--- src/rtl/cc_cycle_acquirer_if.sv ---
// rtl/cc_cycle_acquirer_if.sv - result handshake bus of the coincidence cycle acquirer
// master drives valid and the summed results; slave returns ready.
interface cc_cycle_acquirer_if #(
    parameter int ACC_W = 32
) ();
    logic             res_valid_op;
    logic             res_ready_ip;
    logic [ACC_W-1:0] res_total_op;
    logic [ACC_W-1:0] res_ra_op;
    logic [ACC_W-1:0] res_a_op;
    logic [7:0]       res_cycles_op;

    modport master (
        output res_valid_op, res_total_op, res_ra_op, res_a_op, res_cycles_op,
        input  res_ready_ip
    );

    modport slave (
        input  res_valid_op, res_total_op, res_ra_op, res_a_op, res_cycles_op,
        output res_ready_ip
    );
endinterface

--- src/rtl/cc_cycle_acquirer.sv ---
// rtl/cc_cycle_acquirer.sv - sums coincidence-counter deltas over N contiguous windows
// Channel index 0 = total, 1 = R+A, 2 = A throughout.
module cc_cycle_acquirer #(
    parameter int CNT_W          = 13,
    parameter int ACC_W          = 32,
    parameter int COUNT_TIME     = 1000000,
    parameter int TIME_W         = 20,
    parameter int STABLE_TIMEOUT = 16
) (
    input  logic                 clk,
    input  logic                 reset_ip,
    input  logic                 start_ip,
    input  logic                 abort_ip,
    input  logic [7:0]           n_cycles_ip,
    input  logic [CNT_W-1:0]     total_count_ip,
    input  logic [CNT_W-1:0]     ra_count_ip,
    input  logic [CNT_W-1:0]     a_count_ip,
    cc_cycle_acquirer_if.master  res_if,
    output logic                 busy_op,
    output logic                 overflow_op
);
    localparam int WAIT_W = $clog2(STABLE_TIMEOUT + 1);
    localparam int SUM_W  = ((ACC_W > CNT_W) ? ACC_W : CNT_W) + 1;
    localparam logic [WAIT_W-1:0] WAIT_LAST = WAIT_W'(STABLE_TIMEOUT - 1);
    localparam logic [TIME_W-1:0] TIME_LAST = TIME_W'(COUNT_TIME - 1);
    localparam logic [SUM_W-1:0]  ACC_MAX   = SUM_W'({ACC_W{1'b1}});

    typedef enum logic [2:0] {
        IDLE  = 3'd0,
        SNAP0 = 3'd1,
        COUNT = 3'd2,
        SNAP1 = 3'd3,
        ACCUM = 3'd4,
        DONE  = 3'd5
    } state_t;

    state_t                      state_q, state_d;
    logic [2:0][CNT_W-1:0]       s1_q, s2_q, s3_q;
    logic [2:0][CNT_W-1:0]       base_q, end_q;
    logic [2:0][ACC_W-1:0]       acc_q;
    logic [7:0]                  n_q, cycles_q;
    logic [TIME_W-1:0]           timer_q;
    logic [WAIT_W-1:0]           wait_q;
    logic                        valid_q, busy_q, ovf_q;

    logic                        snap_ok;
    logic                        timer_last;
    logic                        abort_hit;
    logic [7:0]                  cycles_inc;
    logic [2:0][CNT_W-1:0]       diff;
    logic [2:0][SUM_W-1:0]       sum;
    logic [2:0][ACC_W-1:0]       acc_nxt;
    logic                        sat_any;

    // The counter lives in another clock domain; s2 only counts as stable
    // when it matched s3 on every channel, i.e. no bit was mid-transition.
    assign snap_ok    = (s2_q == s3_q) || (wait_q == WAIT_LAST);
    assign timer_last = (timer_q == TIME_LAST);
    assign abort_hit  = abort_ip && (state_q != IDLE);
    assign cycles_inc = cycles_q + 8'd1;

    always_comb begin
        diff    = '0;
        sum     = '0;
        acc_nxt = '0;
        sat_any = 1'b0;
        for (int i = 0; i < 3; i++) begin
            // Modulo subtraction absorbs a counter wrap within one window.
            diff[i] = end_q[i] - base_q[i];
            sum[i]  = SUM_W'(acc_q[i]) + SUM_W'(diff[i]);
            if (sum[i] > ACC_MAX) begin
                acc_nxt[i] = '1;
                sat_any    = 1'b1;
            end else begin
                acc_nxt[i] = sum[i][ACC_W-1:0];
            end
        end
    end

    always_comb begin
        state_d = state_q;
        if (abort_hit) begin
            state_d = IDLE;
        end else begin
            case (state_q)
                IDLE:    if (start_ip && (n_cycles_ip != 8'd0)) state_d = SNAP0;
                SNAP0:   if (snap_ok) state_d = COUNT;
                COUNT:   if (timer_last) state_d = SNAP1;
                SNAP1:   if (snap_ok) state_d = ACCUM;
                ACCUM:   state_d = (cycles_inc == n_q) ? DONE : COUNT;
                DONE:    if (res_if.res_ready_ip) state_d = IDLE;
                default: state_d = IDLE;
            endcase
        end
    end

    always_ff @(posedge clk or posedge reset_ip) begin
        if (reset_ip) begin
            state_q  <= IDLE;
            s1_q     <= '0;
            s2_q     <= '0;
            s3_q     <= '0;
            base_q   <= '0;
            end_q    <= '0;
            acc_q    <= '0;
            n_q      <= '0;
            cycles_q <= '0;
            timer_q  <= '0;
            wait_q   <= '0;
            valid_q  <= 1'b0;
            busy_q   <= 1'b0;
            ovf_q    <= 1'b0;
        end else begin
            state_q <= state_d;
            busy_q  <= (state_d != IDLE);
            valid_q <= (state_d == DONE);
            s1_q    <= {a_count_ip, ra_count_ip, total_count_ip};
            s2_q    <= s1_q;
            s3_q    <= s2_q;
            if (abort_hit) begin
                acc_q    <= '0;
                cycles_q <= '0;
                ovf_q    <= 1'b0;
            end else begin
                case (state_q)
                    IDLE: begin
                        if (start_ip && (n_cycles_ip != 8'd0)) begin
                            n_q      <= n_cycles_ip;
                            acc_q    <= '0;
                            cycles_q <= '0;
                            ovf_q    <= 1'b0;
                            wait_q   <= '0;
                        end
                    end
                    SNAP0: begin
                        if (snap_ok) begin
                            base_q  <= s2_q;
                            timer_q <= '0;
                        end else begin
                            wait_q <= wait_q + 1'b1;
                        end
                    end
                    COUNT: begin
                        if (timer_last) wait_q  <= '0;
                        else            timer_q <= timer_q + 1'b1;
                    end
                    SNAP1: begin
                        if (snap_ok) end_q  <= s2_q;
                        else         wait_q <= wait_q + 1'b1;
                    end
                    ACCUM: begin
                        acc_q    <= acc_nxt;
                        if (sat_any) ovf_q <= 1'b1;
                        cycles_q <= cycles_inc;
                        // Next window starts exactly where this one ended.
                        base_q   <= end_q;
                        timer_q  <= '0;
                    end
                    default: ;
                endcase
            end
        end
    end

    assign res_if.res_valid_op  = valid_q;
    assign res_if.res_total_op  = acc_q[0];
    assign res_if.res_ra_op     = acc_q[1];
    assign res_if.res_a_op      = acc_q[2];
    assign res_if.res_cycles_op = cycles_q;
    assign busy_op              = busy_q;
    assign overflow_op          = ovf_q;
endmodule
--- src/flat_wrapper.sv ---
// flat-port wrapper written by rule: the top's interface ports become plain ports
module cc_cycle_acquirer_flat 
#(
    parameter int CNT_W          = 13,
    parameter int ACC_W          = 32,
    parameter int COUNT_TIME     = 1000000,
    parameter int TIME_W         = 20,
    parameter int STABLE_TIMEOUT = 16
)
  (clk, reset_ip, start_ip, abort_ip, n_cycles_ip, total_count_ip, ra_count_ip, a_count_ip, busy_op, overflow_op, res_if_res_valid_op, res_if_res_total_op, res_if_res_ra_op, res_if_res_a_op, res_if_res_cycles_op, res_if_res_ready_ip);
  cc_cycle_acquirer_if #(.ACC_W(ACC_W)) res_if_i ();
  input  logic clk;
  input  logic reset_ip;
  input  logic start_ip;
  input  logic abort_ip;
  input  logic [7:0] n_cycles_ip;
  input  logic [CNT_W-1:0] total_count_ip;
  input  logic [CNT_W-1:0] ra_count_ip;
  input  logic [CNT_W-1:0] a_count_ip;
  output logic busy_op;
  output logic overflow_op;
  output wire logic [$bits(res_if_i.res_valid_op)-1:0] res_if_res_valid_op;
  output wire logic [$bits(res_if_i.res_total_op)-1:0] res_if_res_total_op;
  output wire logic [$bits(res_if_i.res_ra_op)-1:0] res_if_res_ra_op;
  output wire logic [$bits(res_if_i.res_a_op)-1:0] res_if_res_a_op;
  output wire logic [$bits(res_if_i.res_cycles_op)-1:0] res_if_res_cycles_op;
  input wire logic [$bits(res_if_i.res_ready_ip)-1:0] res_if_res_ready_ip;
  assign res_if_res_valid_op = res_if_i.res_valid_op;
  assign res_if_res_total_op = res_if_i.res_total_op;
  assign res_if_res_ra_op = res_if_i.res_ra_op;
  assign res_if_res_a_op = res_if_i.res_a_op;
  assign res_if_res_cycles_op = res_if_i.res_cycles_op;
  assign res_if_i.res_ready_ip = res_if_res_ready_ip;
  cc_cycle_acquirer #(.CNT_W(CNT_W), .ACC_W(ACC_W), .COUNT_TIME(COUNT_TIME), .TIME_W(TIME_W), .STABLE_TIMEOUT(STABLE_TIMEOUT)) u_core (.clk(clk), .reset_ip(reset_ip), .start_ip(start_ip), .abort_ip(abort_ip), .n_cycles_ip(n_cycles_ip), .total_count_ip(total_count_ip), .ra_count_ip(ra_count_ip), .a_count_ip(a_count_ip), .res_if(res_if_i), .busy_op(busy_op), .overflow_op(overflow_op));
endmodule
--- config.mk ---
export PLATFORM = sky130hd
export DESIGN_NAME = cc_cycle_acquirer_flat
export DESIGN_NICKNAME = d
export VERILOG_FILES = /design/src/rtl/cc_cycle_acquirer_if.sv /design/src/rtl/cc_cycle_acquirer.sv /design/src/flat_wrapper.sv
export SDC_FILE = /design/constraint.sdc
export NUM_CORES = 1
export LEC_CHECK = 0
export BUFFER_PORTS_ARGS = -buffer_cell sky130_fd_sc_hd__clkbuf_2
export CELL_PAD_IN_SITES_DETAIL_PLACEMENT = 0
export CELL_PAD_IN_SITES_GLOBAL_PLACEMENT = 2
export CORE_MARGIN = 2
export CORE_UTILIZATION = 39
export DETAILED_ROUTE_END_ITERATION = 10
export PLACE_DENSITY = 0.84
export SYNTH_ARGS = -nofsm -noshare
export SYNTH_HDL_FRONTEND = slang
export SYNTH_SLANG_ARGS = --single-unit
export TNS_END_PERCENT = 30
--- constraint.sdc ---
create_clock -name clk -period 12.4 [get_ports clk]
set_input_delay 0.62 -clock clk [delete_from_list [all_inputs] [get_ports clk]]
set_output_delay 0.62 -clock clk [all_outputs]
set_load 0.03 [all_outputs]
* Word level (Yosys, flattened, before mapping)
Index checks and enable logic that the tools add are counted.
** Storage, ports and cells
- Register bits after elaboration :: 338
- Input port bits :: 52
- Output and inout port bits :: 107
- Logic and storage cells :: 108
** Cells by class
- $add $sub $neg :: 9
- Magnitude comparators :: 3
- Eq/ne operators :: 17
- Multiplexer cells :: 33
- Bitwise logic cells :: 1
- Reductions and logical operators :: 19
** Operators with widths (number)
- 96-bit 2-to-1 mux :: 2
- 96-bit one-hot mux with 2 select lines :: 1
- 32-bit by 13-bit adder with 33-bit output :: 3
- 33-bit by 32-bit greater-than comparator with 1-bit output, second input constant :: 3
- 32-bit 2-to-1 mux :: 3
- 39-bit one-hot mux with 2 select lines :: 1
- 20-bit one-hot mux with 3 select lines :: 1
- 20-bit 2-to-1 mux :: 2
- 39-bit == test :: 1
- 39-bit 2-to-1 mux :: 1
- 13-bit subtractor :: 3
- 3-bit 2-to-1 mux :: 7
- 20-bit by 1-bit adder with 20-bit output, second input constant :: 1
- 20-bit == test, second input constant :: 1
- 3-bit one-hot mux with 6 select lines :: 1
- 8-bit 2-to-1 mux :: 2
- 8-bit one-hot mux with 2 select lines :: 1
- 5-bit 2-to-1 mux :: 3
- 5-bit one-hot mux with 3 select lines :: 1
- 3-bit nonzero test :: 5
- 3-bit AND reduction :: 4
- 3-bit == test, second input constant :: 3
- 8-bit by 1-bit adder with 8-bit output, second input constant :: 1
- 8-bit == test :: 1
- other kinds (19) :: 30

* Longest topological paths before layout
Gate-level depths: netlist of run 1.
- Depth in word-level cells :: 9
- Gate-level depth with buffers :: 22

* Least setup slack after synthesis of run 1
Ideal clock, no wire load.
- Kind :: reg-to-reg
- Start :: register u_core.base_q[14] (netlist name)
- End :: register u_core.ovf_q (netlist: u_core.overflow_op)
- Arrival time :: 4.003 ns
- Data required time :: 12.274 ns
- Slack :: 8.270 ns
- Cell stages (with the launch flop) :: 22
- Buffers on the path :: 2
- Clock period less this slack :: 4.130 ns
- Cell sequence :: dfrtp_1 > inv_1 > ha_1 > nor2b_1 > o21ai_0 > a21boi_0 > o21a_1 > o21a_1 > o2111a_1 > o31a_1 > xnor2_1 > ha_1 > a21o_1 > a31o_2 > a21oi_1 > nor2_1 > or2_0 > clkbuf_1 > and3_1 > buf_2 > nor4_1 > nor2_1
** Between the ends
- Cells in the longest elaborated chain, start to end :: 7
** RTL lines
- start, declared :: RTL line cc_cycle_acquirer.sv:39 : logic [2:0][CNT_W-1:0] base_q, end_q;
- start signal, assigned :: RTL line cc_cycle_acquirer.sv:137 : base_q <= s2_q;
- start signal, assigned :: RTL line cc_cycle_acquirer.sv:156 : base_q <= end_q;
- 13-bit subtractor :: RTL line cc_cycle_acquirer.sv:69 : diff[i] = end_q[i] - base_q[i];
- 32-bit by 13-bit adder with 33-bit output :: RTL line cc_cycle_acquirer.sv:70 : sum[i] = SUM_W'(acc_q[i]) + SUM_W'(diff[i]);
- 33-bit by 32-bit greater-than comparator with 1-bit output :: RTL line cc_cycle_acquirer.sv:71 : if (sum[i] > ACC_MAX) begin
- 1-bit 2-to-1 mux (2 in series) :: RTL line cc_cycle_acquirer.sv:71
- 3-bit by 1-bit inequality test with 1-bit output (no line)
- 3-bit AND reduction (no line)
- end signal, assigned :: RTL line cc_cycle_acquirer.sv:112 : ovf_q <= 1'b0;
- end signal, assigned :: RTL line cc_cycle_acquirer.sv:123 : ovf_q <= 1'b0;
- end signal, assigned :: RTL line cc_cycle_acquirer.sv:131 : ovf_q <= 1'b0;
- end, declared :: RTL line cc_cycle_acquirer.sv:44 : logic valid_q, busy_q, ovf_q;
Every way passes these cells.
A chain may end at the register's enable or synchronous reset.

* Worst setup path after layout of run 1
- Start :: register u_core.base_q[27] (netlist name)
- End :: register u_core.acc_q (netlist bit u_core.res_if.res_a_op[4])
** Between the ends
- Cells in the longest elaborated chain, start to end :: 6
** RTL lines
- 13-bit subtractor (*) :: RTL line cc_cycle_acquirer.sv:69
- 32-bit by 13-bit adder with 33-bit output (*) :: RTL line cc_cycle_acquirer.sv:70
- 33-bit by 32-bit greater-than comparator with 1-bit output :: RTL line cc_cycle_acquirer.sv:71
- 32-bit 2-to-1 mux (*) :: RTL line cc_cycle_acquirer.sv:71
- 96-bit one-hot mux with 2 select lines (*) :: RTL line cc_cycle_acquirer.sv:125 : case (state_q)
- 96-bit 2-to-1 mux (*) :: RTL line cc_cycle_acquirer.sv:120 : if (abort_hit) begin
- end signal, assigned :: RTL line cc_cycle_acquirer.sv:152 : acc_q <= acc_nxt;
- end, declared :: RTL line cc_cycle_acquirer.sv:40 : logic [2:0][ACC_W-1:0] acc_q;
Mark *: on every way between the ends. The rest lies on a longest branch, timed or not.

==> summary.md, run 1 <==
| Metric | Value |
|---|---|
| Relative slew slack | 0.180 |
| Root buffer cell | sky130_fd_sc_hd__clkbuf_16 |
| Multiplexer share of the synthesized area | 0.0557 |
| DRC violation total after the first TritonRoute iteration | 957 |
| Post-route setup TNS | 0 ns |
| Maximum buffer depth of the clock tree | 3 |
| Number of library cell types mapped by synthesis | 73 |
| Maximum fanout count along the critical path | 19 |
| Pins over their slew limit | 0 |
| Ys flop type | sky130_fd_sc_hd__dfrtp_1 |
| Period utilization | 0.401 |
| CP max-delay cell | sky130_fd_sc_hd__nor3_2 |
| RePlAce Congestion | 0.835 |
| CTS H-tree lvls | 2 |
| Result of the run | finished, final reports clean |
| Number of fillers in the final layout | 4,248 |
| CP top delay family | simple AND/OR/NAND/NOR gates |
| Number of endpoints with negative hold slack in the final report | 0 |
| Dominant combinational cell family by area after synthesis | simple AND/OR/NAND/NOR gates |
| Number of flops mapped to enable cells by yosys | 0 |
| Number of global-route vias before repair | 13,100 |
| Clock share of power | 0.460 |
| Worst setup slack before clock tree synthesis | 7.48 ns |
| Hold Path Class | primary input to async pin |
| Worst path max stage delay | 0.96 ns |
| Clock period minus worst slack | 4.97 ns |
| Initial cell density of the core | 0.396 |
| Switching Share | 0.250 |
| Proportion of register bits with asynchronous set or reset after synthesis | 1.00 |
| Endpoint required time on the critical path | 12.90 ns |
| Area of the placeable core | 44,400 sq um |
| NetSw | 631 uW |
| DRC errors left | 0 |
| Total detailed-routing wirelength | 43.9 mm |
| Number of cells produced by synthesis | 1,776 |
| PD cells | 124 nW/um^2 |
| Bufs and invs on worst path | 2 |
| Vert. Die Dim | 216 um |
| Clk sinks | 338 |
| Die Width | 216 um |
| Total CTS buffers | 39 |
| Crit path DAT | 5.48 ns |
| Average cell area after synthesis | 9.91 sq um |
| Adder-Cell Fraction of Synth Area | 0.0658 |
| Net count of the mapped netlist | 1,917 |
| Final worst clock skew | 0.0375 ns |
| Grt total ovfl | 0 |
| Row Count | 77 |
| Worst-skew pair later-pin latency | 0.59 ns |
| Count of buffers added by post-CTS timing repair for setup | 0 |
| Via count | 13,500 |
| DP Area | 19,000 sq um |
| Internal power contribution | 1890 uW |
| Final Core Density | 0.457 |
| Combinational share of power | 0.075 |
| Sequential area share after synthesis | 0.480 |
| Sort of element at the start of the critical path | flip-flop |
| Reported max-cap violation count | 0 |
| Hpwl dp | 30.3 mm |
| Layout area overhead | 15.2% |
| Gr usage total | 0.191 |
| Maximum number of pins on one net before global-route repair | 168 |
| Area fraction in compound gates after synthesis | 0.150 |
| CTS tree | done |
| Net count reported at finish | 2,057 |
| Slew @ Worst Pin | 1.22 ns |
| Number of inserted diodes | 0 |
| Final setup violation count | 0 |
| 1st-pass router iterations | 5 |
| Finished layout cell area | 20,300 sq um |
| Worst ir drop on vdd | 0.0983 mV |
| Port bufs | 158 |
| Top Ports | 159 |
| Worst-case hold slack | 0.119 ns |
| Number of buffers inserted by hold repair at cts | 0 |
| Register bit total from synthesis | 338 |
| CTS clk-pin slew, worst paths | 0.06 ns |
| CP endpoint kind | flip-flop |
| Mapped cell area | 17,600 sq um |
| Xor/xnor cell area share of the yosys netlist | 0.0562 |
| RSZ-0062 raised after global routing | no |
| Fmax | 201 MHz |
| Remaining antenna violation count | 0 |
| Post-synthesis simple-gate area fraction | 0.155 |
| Critical path class | flip-flop to flip-flop |
| Routed via count divided by cell count | 5.33 |
| Wire length of the first global-routing pass | 72.4 mm |
| Fraction of layout instances using a drive strength above 1 | 0.160 |
| Setup WS post-layout | 7.43 ns |
| Initial antenna violation count | 0 |
| Sequential cell fraction of total power | 0.465 |
| Total Die Area | 46,900 sq um |
| Number of cells upsized or downsized after cts | 0 |
| Routed wire per std cell | 17.3 um |
| Ordered list of cells on the worst path | inv_1, ha_1, nor2b_1, o21ai_0, a21boi_0, nor4_1, o31ai_1, nor4_1, nor3_1, xor2_1, ha_1, and2_1, nand4_1, a211oi_1, o31ai_1, buf_4, nor3_2, o21ai_0, nand2_1 |
| Leakage power of the design | 0.00969 uW |
| Number of warnings reported in the yosys synthesis log | 0 |
layout by cell type, fill, tap and decap left out, types with 16 or more instances in the layout:
cell type | netlist | routed
sky130_fd_sc_hd__mux2i_1 | 44 | 44
sky130_fd_sc_hd__a21o_1 | 20 | 19
sky130_fd_sc_hd__nor3_1 | 33 | 32
sky130_fd_sc_hd__dfrtp_1 | 338 | 338
sky130_fd_sc_hd__mux2_2 | 48 | 48
sky130_fd_sc_hd__nor2_1 | 82 | 81
sky130_fd_sc_hd__nor4_1 | 16 | 16
sky130_fd_sc_hd__and3_1 | 26 | 26
sky130_fd_sc_hd__o21ai_0 | 171 | 171
sky130_fd_sc_hd__nand2_1 | 204 | 203
sky130_fd_sc_hd__inv_1 | 92 | 91
sky130_fd_sc_hd__xor2_1 | 26 | 26
sky130_fd_sc_hd__o31ai_1 | 16 | 16
sky130_fd_sc_hd__clkbuf_2 | 2 | 158
sky130_fd_sc_hd__a21oi_1 | 78 | 77
sky130_fd_sc_hd__clkbuf_16 | 0 | 39
sky130_fd_sc_hd__a31oi_1 | 26 | 26
sky130_fd_sc_hd__nand2b_1 | 24 | 23
sky130_fd_sc_hd__nand3_1 | 54 | 53
sky130_fd_sc_hd__ha_1 | 83 | 83
sky130_fd_sc_hd__nand4_1 | 30 | 30
sky130_fd_sc_hd__xnor2_1 | 87 | 87
per-stage QoR:
stage | total power (uW) | instances
floorplan | 1320 | 1776
global placement | 1380 | 2467
detailed placement | 1380 | 2467
CTS | 2560 | 2535
global route | 2640 | 2535
finish | 2520 | 2535
cells by family (layout without fill, tap and decap cells):
logic type | after synthesis | in the layout
adder cells (fa/ha/maj) | 89 | 89
AO/OA/AOI/OAI | 426 | 426
AND/OR/NAND/NOR | 555 | 555
XOR/XNOR | 113 | 113
buffers and inverters | 163 | 330
multiplexers | 92 | 92
flip-flops | 338 | 338
routing by layer:
layer / track usage / part of all wire / up-vias
met2: 0.291 / 0.45 / 265
met5: 0 / 0 / -
met3: 0.0275 / 0.041 / 53
met1: 0.283 / 0.49 / 6595
li1: - / - / 6587
met4: 0.0541 / 0.021 / 0
synthesized netlist by cell type (9+ instances only):
cell,number,share of area
sky130_fd_sc_hd__clkbuf_1,41,0.0087
sky130_fd_sc_hd__a21boi_0,10,0.0043
sky130_fd_sc_hd__or4_1,13,0.0055
sky130_fd_sc_hd__ha_1,83,0.059
sky130_fd_sc_hd__buf_1,11,0.0023
sky130_fd_sc_hd__nand3_1,54,0.015
sky130_fd_sc_hd__nor2b_1,14,0.0050
sky130_fd_sc_hd__nor3_1,33,0.0094
sky130_fd_sc_hd__a22o_1,12,0.0060
sky130_fd_sc_hd__or3_1,14,0.0050
sky130_fd_sc_hd__inv_1,92,0.020
sky130_fd_sc_hd__buf_2,17,0.0048
sky130_fd_sc_hd__mux2i_1,44,0.025
sky130_fd_sc_hd__o21a_1,14,0.0060
sky130_fd_sc_hd__o31ai_1,16,0.0068
sky130_fd_sc_hd__nand2_1,204,0.043
sky130_fd_sc_hd__nand4_1,30,0.011
sky130_fd_sc_hd__and3_1,26,0.0092
sky130_fd_sc_hd__a31oi_1,26,0.0092
sky130_fd_sc_hd__dfrtp_1,338,0.48
sky130_fd_sc_hd__nand2b_1,24,0.0085
sky130_fd_sc_hd__nor2_1,82,0.017
sky130_fd_sc_hd__mux2_2,48,0.031
sky130_fd_sc_hd__xnor2_1,87,0.043
sky130_fd_sc_hd__xor2_1,26,0.013
sky130_fd_sc_hd__nor4_1,16,0.0057
sky130_fd_sc_hd__o211ai_1,12,0.0051
sky130_fd_sc_hd__and2_1,9,0.0032
sky130_fd_sc_hd__a21oi_1,78,0.022
sky130_fd_sc_hd__o21ai_0,171,0.049
sky130_fd_sc_hd__a21o_1,20,0.0085
power groups by stage:
stage	registers [uW]	logic [uW]	clock network, uW
6_report	1170	188	1160
5_1_grt	1180	215	1240
4_1_cts	1170	192	1190
3_5_place_dp	1190	191	0
3_3_place_gp	1190	188	0
2_1_floorplan	1180	137	0
worst paths after layout:
kind                                                to  depth (start not counted)               from  slack (ns)
setup / recovery             u_core.res_if.res_a_op[4]                         19  u_core.base_q[27]        7.43
hold / removal                          u_core.s1_q[1]                          2           reset_ip        0.12
setup reg to reg             u_core.res_if.res_a_op[4]                         19  u_core.base_q[27]        7.43
hold reg to reg                        u_core.s2_q[24]                          0    u_core.s1_q[24]        0.32
max in group asynchronous  u_core.res_if.res_ra_op[11]                          4           reset_ip       10.02
min in group clk                        u_core.s1_q[7]                          1  total_count_ip[7]        0.14
flip-flops by register name (all words and copies together) (netlist names):
register                     count
u_core.res_if.res_ra_op         32
u_core.state_q                   3
u_core.timer_q                  20
u_core.res_if.res_cycles_op      8
u_core.n_q                       8
u_core.s2_q                     39
u_core.res_if.res_total_op      32
u_core.overflow_op               1
u_core.base_q                   39
u_core.s3_q                     39
u_core.end_q                    39
u_core.busy_op                   1
u_core.wait_q                    5
u_core.res_if.res_valid_op       1
u_core.res_if.res_a_op          32
u_core.s1_q                     39
cell type report:
class                      instances  area, sq um  area share
clock buffer                      57         1120      0.0554
tap                              592          741      0.0365
sequential                       338         8460       0.417
inverter                          92          353      0.0174
clock inverter                    11          170     0.00839
timing repair buffer             170          893      0.0441
multi-input combinational       1275         8540       0.421
Power figures use the tool's default switching activity.
==> run 2, diff against run 1 <==
==> constraint.sdc (replaced) <==
create_clock -name clk -period 5.13 [get_ports clk]
set_input_delay 0.2565 -clock clk [delete_from_list [all_inputs] [get_ports clk]]
set_output_delay 0.2565 -clock clk [all_outputs]
set_load 0.03 [all_outputs]
==> summary.md, run 2 (same netlist as run 1, synthesis figures left out) <==
| Metric | Value |
|---|---|
| Worst setup slack before clock tree synthesis | 0.536 ns (-6.94 ns) |
| Most common library cell in the layout ignoring fill and taps | sky130_fd_sc_hd__dfrtp_1 |
| Layout area overhead | 18.8% |
| Count of buffers added by post-CTS timing repair for setup | 0 (unchanged) |
| Number of cells traversed by the worst register-to-register path | 20 (+1) |
| Number of cells upsized or downsized after cts | 0 (unchanged) |
| CTS clk-pin slew, worst paths | 0.07 ns (about the same) |
| Relative slew slack | 0.356 (+0.176) |
| Number of inserted diodes | 0 (unchanged) |
| Final setup violation count | 0 (unchanged) |
| Maximum buffer depth of the clock tree | 3 (unchanged) |
| Fmax | 216 MHz (+7.6%) |
| Hold Path Class | primary input to flip-flop |
| Crit path DAT | 5.07 ns (-0.41 ns) |
| Via count | 13,700 (+1.4%) |
| Clock period minus worst slack | 4.62 ns (-0.353 ns) |
| Sequential cell area | 8460 sq um (unchanged) |
| Fraction of layout instances using a drive strength above 1 | 0.160 (-0.000562) |
| 1st-pass router iterations | 9 (+4) |
| Root buffer cell | sky130_fd_sc_hd__clkbuf_16 |
| Period utilization | 0.901 (+0.500) |
| Die Width | 216 um (unchanged) |
| Slew @ Worst Pin | 0.959 ns (-0.265 ns) |
| Pins over their slew limit | 0 (unchanged) |
| Net count reported at finish | 2,111 (+2.6%) |
| RePlAce Congestion | 0.838 (+0.26%) |
| CP endpoint kind | flip-flop |
| Initial antenna violation count | 0 (unchanged) |
| Top Ports | 159 (unchanged) |
| Sort of element at the start of the critical path | flip-flop |
| Reported max-cap violation count | 0 (unchanged) |
| Footprint of the multi-input gates | 8540 sq um (unchanged) |
| Number of endpoints with negative hold slack in the final report | 0 (unchanged) |
| Maximum fanout count along the critical path | 14 (-5) |
| Number of fillers in the final layout | 4,192 (-1.3%) |
| DRC violation total after the first TritonRoute iteration | 873 (-8.8%) |
| DRC errors left | 0 (unchanged) |
| Wire length of the first global-routing pass | 72.9 mm (+0.66%) |
| Port bufs | 158 (unchanged) |
| Setup WS post-layout | 0.510 ns (-6.92 ns) |
| RSZ-0062 raised after global routing | no |
| Result of the run | finished, final reports clean |
| Grt total ovfl | 0 (unchanged) |
| Number of global-route vias before repair | 13,300 (+0.84%) |
| Final worst clock skew | 0.0294 ns (-0.00804 ns) |
| Worst-skew pair later-pin latency | 0.59 ns (about the same) |
| Critical path class | flip-flop to flip-flop |
| CTS H-tree lvls | 2 (unchanged) |
| Row Count | 77 (unchanged) |
| Area of the placeable core | 44,400 sq um (unchanged) |
| Endpoint required time on the critical path | 5.58 ns (-7.32 ns) |
| Routed wire per std cell | 17.3 um (-0.29%) |
| Post-route setup TNS | 0 ns (unchanged) |
| Routed via count divided by cell count | 5.28 (-0.87%) |
| Total CTS buffers | 40 (+2.6%) |
| CTS tree | done |
| Gr usage total | 0.194 (+0.00236) |
| Total detailed-routing wirelength | 44.7 mm (+1.9%) |
| Number of buffers inserted by hold repair at cts | 48 (+48) |
| PD cells | 300 nW/um^2 (+140%) |
| Worst ir drop on vdd | 0.219 mV (+120%) |
| Initial cell density of the core | 0.396 (unchanged) |
| Remaining antenna violation count | 0 (unchanged) |
| Total Die Area | 46,900 sq um (unchanged) |
| Hpwl dp | 30.9 mm (+1.9%) |
| Most used cells in the layout excluding fill and tap cells | 338 x sky130_fd_sc_hd__dfrtp_1, 203 x sky130_fd_sc_hd__nand2_1, 171 x sky130_fd_sc_hd__o21ai_0 |
| Hold-critical path depth | 4 |
| Vert. Die Dim | 216 um (unchanged) |
| Leakage power of the design | 0.00996 uW (+2.8%) |
| Clk sinks | 338 (unchanged) |
| Maximum number of pins on one net before global-route repair | 153 (-8.9%) |
[run 2: cell count changes in the layout (fill, tap and decap cells not counted), moves of 2 or more]
cell                            delta
sky130_fd_sc_hd__buf_4             +2
sky130_fd_sc_hd__dlygate4sd3_1    +48
sky130_fd_sc_hd__clkinvlp_4        +2
sky130_fd_sc_hd__bufinv_16         +3
sky130_fd_sc_hd__clkbuf_8          -4
sky130_fd_sc_hd__buf_12            +3
[run 2: where the power goes]
group	internal, uW	total (uW)	switching (uW)
Combinational	196	487	291
Clock	1770	2960	1190
Sequential	2760	2840	76.0
[run 2: path summary, 6_finish.rpt]
check / from / to / slack [ns]
max: u_core.base_q[14] / u_core.res_if.res_ra_op[7] / 0.51
min: res_if_res_ready_ip / u_core.res_if.res_valid_op / 0.19
max reg2reg: u_core.base_q[14] / u_core.res_if.res_ra_op[7] / 0.51
min reg2reg: u_core.s1_q[5] / u_core.s2_q[5] / 0.34
max in group asynchronous: reset_ip / u_core.res_if.res_a_op[25] / 3.30
min in group asynchronous: reset_ip / u_core.end_q[5] / 0.40
[run 2: worst max-delay path: stages (launching register included)]
cell and delay [ns]:
sky130_fd_sc_hd__dfrtp_1 0.39, sky130_fd_sc_hd__inv_1 0.06, sky130_fd_sc_hd__ha_1 0.26, sky130_fd_sc_hd__nor2b_1 0.12, sky130_fd_sc_hd__o21ai_0 0.21, sky130_fd_sc_hd__a21boi_0 0.16, sky130_fd_sc_hd__o21a_1 0.21, sky130_fd_sc_hd__o21a_1 0.20
sky130_fd_sc_hd__o2111a_1 0.27, sky130_fd_sc_hd__o31a_1 0.31, sky130_fd_sc_hd__xnor2_1 0.24, sky130_fd_sc_hd__ha_1 0.32, sky130_fd_sc_hd__a21o_1 0.20, sky130_fd_sc_hd__a31o_2 0.22, sky130_fd_sc_hd__a21oi_1 0.14, sky130_fd_sc_hd__nor2_1 0.06
sky130_fd_sc_hd__or2_0 0.24, sky130_fd_sc_hd__and3_1 0.36, sky130_fd_sc_hd__buf_4 0.26, sky130_fd_sc_hd__o21ai_0 0.18, sky130_fd_sc_hd__nand2_1 0.07
[run 2: final cells by class]
type	count	area share
sequential	338	0.404
inverter	92	0.0167
timing repair buffer	223	0.0693
tap	592	0.0354
clock inverter	17	0.0136
multi-input combinational	1275	0.408
clock buffer	55	0.0525
[run 2: layer usage]
layer / GRT usage / up-vias / part of all wire
met1: 0.284 / 6619 / 0.49
met2: 0.296 / 302 / 0.45
li1: - / 6699 / -
met5: 0 / - / 0
met4: 0.0582 / 0 / 0.023
met3: 0.0284 / 63 / 0.041
[run 2: stage by stage]
step                       util  power [uW]  std cells  area (sq um)  hold WS [ns]
after floorplan               -        3200       1776         17600         0.288
after global placement    0.429        3340       2472         19100         0.334
after detailed placement  0.429        3350       2472         19100         0.335
after CTS                 0.471        6380       2592         20900         0.190
after global routing      0.471        6570       2592         20900         0.221
final                     0.471        6280       2592         20900         0.190
